`src/rtl/mem16_pkg.sv`:
```
// Shared constants and types for the 16 x 8-bit memory and its stream reader.
package mem16_pkg;

   localparam int unsigned MEM16_ADDR_W = 4;
   localparam int unsigned MEM16_DATA_W = 8;
   localparam int unsigned MEM16_DEPTH  = 16;
   localparam int unsigned MEM16_LEN_W  = 5;

   typedef enum logic [1:0] {
      IDLE   = 2'd0,
      FETCH  = 2'd1,
      STREAM = 2'd2
   } rd_state_t;

   // Commands longer than the memory read each location exactly once.
   function automatic logic [MEM16_LEN_W-1:0] clamp_len(input logic [MEM16_LEN_W-1:0] len);
      return (len > MEM16_LEN_W'(MEM16_DEPTH)) ? MEM16_LEN_W'(MEM16_DEPTH) : len;
   endfunction

endpackage

```
`src/rtl/mem16_stream_reader.sv`:
```
// Walks LEN locations of the 16 x 8 memory from START_ADDR (wrapping) and streams them out.
// Define MEM16_READER_CLEAR_EN to zero each location as its byte is captured.
module mem16_stream_reader
   import mem16_pkg::*;
(
   input  logic                    i_clk,
   input  logic                    i_rst,
   input  logic                    i_start,
   input  logic [MEM16_ADDR_W-1:0] i_start_addr,
   input  logic [MEM16_LEN_W-1:0]  i_len,
   output logic                    o_busy,
   output logic                    o_done,
   output logic [MEM16_ADDR_W-1:0] o_mem_addr,
   output logic                    o_mem_wr,
   output logic [MEM16_DATA_W-1:0] o_mem_wdata,
   input  logic [MEM16_DATA_W-1:0] i_mem_rdata,
   output logic                    o_out_valid,
   input  logic                    i_out_ready,
   output logic [MEM16_DATA_W-1:0] o_out_data,
   output logic                    o_out_last
);

   rd_state_t               r_state;
   logic [MEM16_ADDR_W-1:0] r_ptr;
   logic [MEM16_LEN_W-1:0]  r_rem;
   logic                    r_valid;
   logic [MEM16_DATA_W-1:0] r_data;
   logic                    r_last;
   logic                    r_done;
   logic                    r_busy;

   logic w_hs;
   logic w_load;

   assign w_hs   = r_valid & i_out_ready;
   // Every edge that captures a byte: the fetch edge and each non-final accepted byte.
   assign w_load = (r_state == FETCH) || ((r_state == STREAM) && w_hs && !r_last);

   always_ff @(posedge i_clk or posedge i_rst) begin
      if (i_rst) begin
         r_state <= IDLE;
         r_ptr   <= '0;
         r_rem   <= '0;
         r_valid <= 1'b0;
         r_data  <= '0;
         r_last  <= 1'b0;
         r_done  <= 1'b0;
         r_busy  <= 1'b0;
      end else begin
         r_done <= 1'b0;
         if (w_load) begin
            r_data <= i_mem_rdata;
            r_last <= (r_rem == MEM16_LEN_W'(1));
            r_ptr  <= r_ptr + MEM16_ADDR_W'(1);
            r_rem  <= r_rem - MEM16_LEN_W'(1);
         end
         case (r_state)
            IDLE: begin
               if (i_start && (i_len != '0)) begin
                  r_ptr   <= i_start_addr;
                  r_rem   <= clamp_len(i_len);
                  r_busy  <= 1'b1;
                  r_state <= FETCH;
               end
            end
            FETCH: begin
               r_valid <= 1'b1;
               r_state <= STREAM;
            end
            STREAM: begin
               if (w_hs && r_last) begin
                  r_valid <= 1'b0;
                  r_last  <= 1'b0;
                  r_done  <= 1'b1;
                  r_busy  <= 1'b0;
                  r_state <= IDLE;
               end
            end
            default: begin
               r_valid <= 1'b0;
               r_last  <= 1'b0;
               r_busy  <= 1'b0;
               r_state <= IDLE;
            end
         endcase
      end
   end

`ifdef MEM16_READER_CLEAR_EN
   // Async read returns the old byte while the same edge writes zero.
   assign o_mem_wr = w_load;
`else
   assign o_mem_wr = 1'b0;
`endif

   assign o_mem_wdata = '0;
   assign o_mem_addr  = r_ptr;
   assign o_busy      = r_busy;
   assign o_done      = r_done;
   assign o_out_valid = r_valid;
   assign o_out_data  = r_data;
   assign o_out_last  = r_last;

endmodule

```
`config.mk`:
```
export PLATFORM = sky130hd
export DESIGN_NAME = mem16_stream_reader
export DESIGN_NICKNAME = d
export VERILOG_FILES = /design/src/rtl/mem16_pkg.sv /design/src/rtl/mem16_stream_reader.sv
export SDC_FILE = /design/constraint.sdc
export NUM_CORES = 1
export LEC_CHECK = 0
export BUFFER_PORTS_ARGS = -buffer_cell sky130_fd_sc_hd__buf_2
export CORE_AREA = 8 8 60 62
export CTS_CLUSTER_SIZE = 20
export DETAILED_ROUTE_END_ITERATION = 6
export DIE_AREA = 0 0 68 70
export PLACE_DENSITY = 0.85
export SYNTH_ARGS = -nofsm -noshare
export SYNTH_HDL_FRONTEND = slang
export SYNTH_SLANG_ARGS = --single-unit
export TNS_END_PERCENT = 5
```
`constraint.sdc`:
```
create_clock -name i_clk -period 2 [get_ports i_clk]
set_clock_uncertainty 0.2 [all_clocks]
set_input_delay 0.2 -clock i_clk [delete_from_list [all_inputs] [get_ports i_clk]]
set_output_delay 0.2 -clock i_clk [all_outputs]
set_load 0.02 [all_outputs]
```
==> flow_summary.toml <==
[clocking]
post-cts-setup-buffer-count = 0
clock_latency_ns = 0.30
clock_path_buffers = 2
clock-root-buffer = "clkbuf_4"
cts_made_buffers = 3
cts.sinks = 23
tritoncts = "done"
clk_transition_reported_paths_ns = 0.13
htreeDepth = 1

[worst_setup_path]
crit_chain = "dlygate4sd3_1, buf_2, or4_4, o21ai_2, inv_1, a211o_1"
path_max_fanout = 5
crit_required_ns = 2.00
critPathMaxStageDelay_ns = 0.53
worst_setup_path_start_kind = "input port"
arrival_ns = 1.96
cp-end-kind = "flip-flop"
crit_path_top_delay_cell = "dlygate4sd3_1"
critPathKind = "input port to flip-flop"

[power]
intPower_w = 0.001243
clock_power_share = 0.094
ir_worst_vdd_v = 0.0008778
switching_share = 0.4518
power_switching_w = 0.001024
leakagePower_nw = 0.8411
pwr-share-comb = 0.525
pwr-share-seq = 0.381
p_per_area_nw_per_um2 = 1396

[final_layout]
antennaDiodeCount = 0
layout_commonest_cell = "buf_2"
nFillCells = 233
drive_gt1_frac = 0.2766
finalInstanceArea_um2 = 1624
layout_common_cells = "buf_2 (36), nand2_1 (31), dfrtp_1 (23)"
finalNetCount = 213
syn_to_final_growth_pct = 33.54

[yosys]
yosysSeqAreaShare = 0.4733
synth_area_um2 = 1216
netlist_instances = 129
synth_cell_types = 39
synth-seq-cells = 23
syn_area_per_cell_um2 = 9.428
yosysWarnings = 0

[sta]
finalCriticalPeriod_ns = 1.966
rsz0062_at_grt = "no"
max_freq_ghz = 0.5087
hold_violations = 0
drv_slew = 0
hold_ws_ns = 0.01009
setup_tns_ns = 0
finalCritPeriodShare = 0.9830
finalSetupViolCount = 0
setup_ws_ns = 0.03405

[place]
post_dp_cell_area_um2 = 1419
place_congestion = 0.8458
dp_hpwl_um = 2422
dp_slack_ns = 0.1057
io_buffers = 36

[detailed_routing]
firstDrtPassIters = 5
drc = 0
ant_nets = 0
vias = 1106
wl_per_cell_um = 14.44
drt_iter0_markers = 47
vias_per_cell = 5.050
drt-total-wl_um = 3163

[floorplan]
die_h_um = 70
rows = 19
die_w_um = 68
ioPinCount = 46
core_um2 = 2663
initial_core_util = 0.4568
dieArea_um2 = 4760

[grt]
grt_pass1_vias = 1124
grt_pass1_wl_um = 5299
antenna_found_initial = 0
grtUsageTotal = 0.1365
grt_overflow = 0
grt_max_degree = 24

[min_path]
hp-class = "input port to flip-flop"

[run]
cap_violations = 0

[outcome]
outcome = "completed"
## state kept, by name, summed over array words and instances, names as in the netlist
name	count
o_done	1
r_rem	5
o_out_valid	1
o_out_data	8
r_state	2
o_out_last	1
o_mem_addr	4
o_busy	1
## Yosys cell counts
library cell | number | area [um^2]
dfrtp_1 | 23 | 575.6
nor3_1 | 2 | 10.01
o311ai_1 | 1 | 8.760
a31oi_1 | 2 | 12.51
nor3b_1 | 1 | 7.510
buf_6 | 1 | 11.26
nand3b_1 | 2 | 15.01
o22ai_1 | 1 | 6.260
o21ai_2 | 1 | 8.760
conb_1 | 1 | 3.750
buf_4 | 11 | 82.58
mux2i_1 | 1 | 10.01
nand3_1 | 3 | 15.01
nor2b_1 | 1 | 6.260
o41ai_1 | 1 | 8.760
and3_1 | 1 | 6.260
nand2_1 | 31 | 116.4
o211ai_1 | 2 | 15.01
ha_1 | 3 | 37.54
buf_2 | 1 | 5.000
nand2b_1 | 1 | 6.260
o31a_1 | 1 | 8.760
o21ai_0 | 5 | 25.02
nor2_1 | 5 | 18.77
o22a_1 | 1 | 8.760
o211a_1 | 2 | 20.02
a21oi_1 | 3 | 15.01
o31ai_4 | 1 | 21.27
nand4b_1 | 1 | 8.760
xnor2_1 | 2 | 17.52
nand2b_2 | 1 | 8.760
a211o_1 | 1 | 8.760
a32oi_1 | 1 | 8.760
and2_1 | 1 | 6.260
or4_4 | 1 | 11.26
inv_1 | 9 | 33.78
o32a_1 | 1 | 10.01
o21a_1 | 1 | 7.510
a22o_1 | 1 | 8.760
## logic make-up (layout without fill, tap and decap cells)
group           after synthesis  count (layout)  synth area share
xor+xnor                      2               2           0.01441
fa+ha+maj                     3               3           0.03087
compound gates               26              26            0.1667
other cells                   1               9          0.003083
buf+inv                      22              73            0.1090
flops                        23              23            0.4732
simple gates                 51              51            0.1945
mux                           1               1          0.008231
## routing by layer
metal	up-vias	wire length (um)	share of wire	track usage
li1	539	-	-	-
met4	0	26	0.0082	0.03417
met2	42	1672	0.53	0.2422
met5	-	0	0	0
met3	6	251	0.079	0.02871
met1	519	1213	0.38	0.1574
## metrics by stage
step | total power, W | util | instances
finish | 0.002267 | 0.6100 | 219
global route | 0.002442 | 0.6100 | 219
CTS | 0.002260 | 0.6067 | 219
detailed placement | 0.002022 | 0.5329 | 198
global placement | 0.001948 | 0.5329 | 198
floorplan | 0.001662 | - | 137
## repair_timing
action | CTS | global route
hold buffers | 17 | 0
endpoints found under the setup margin | 0 | 1
gates resized for setup | 0 | 2
hold endpoints to repair | 39 | 0
## layout make-up
class | instances | area [um^2] | area share
sequential | 23 | 575.6 | 0.3544
multi-input combinational | 92 | 546.8 | 0.3367
timing repair buffer | 60 | 402.9 | 0.2481
tap | 31 | 38.79 | 0.02388
inverter | 9 | 33.78 | 0.02080
clock buffer | 4 | 26.28 | 0.01618
## worst max-delay path, delay by kind of cell
kind | cells | cell delay, ns
compound gates | 2 | 0.54
simple gates | 1 | 0.43
buf+inv | 3 | 0.80
## worst paths after layout
kind | from | endpoint | slack (ns) | cells past startpoint
max in group asynchronous | i_rst | o_mem_addr[0]$_DFF_PP0_ | 1.09 | 4
hold / removal | i_len[3] | r_rem[3]$_DFF_PP0_ | 0.01 | 3
min in group asynchronous | i_rst | o_out_data[5]$_DFFE_PP0N_ | 0.27 | 4
setup reg to reg | r_state[0]$_DFFE_PP0P_ | o_mem_addr[3]$_DFF_PP0_ | 0.09 | 4
setup / recovery | i_len[4] | o_mem_addr[3]$_DFF_PP0_ | 0.03 | 6
hold reg to reg | o_out_data[2]$_DFFE_PP0N_ | o_out_data[2]$_DFFE_PP0N_ | 0.28 | 2
## power by group through the flow
stage	Sequential, W	Combinational [W]	Clock (W)
finish	0.000863	0.00119	0.000213
global route	0.000894	0.00131	0.000239
CTS	0.000853	0.00119	0.000220
detailed placement	0.000862	0.00116	0
global placement	0.000844	0.00110	0
floorplan	0.00101	0.000655	0
Power figures use the tool's default switching activity.
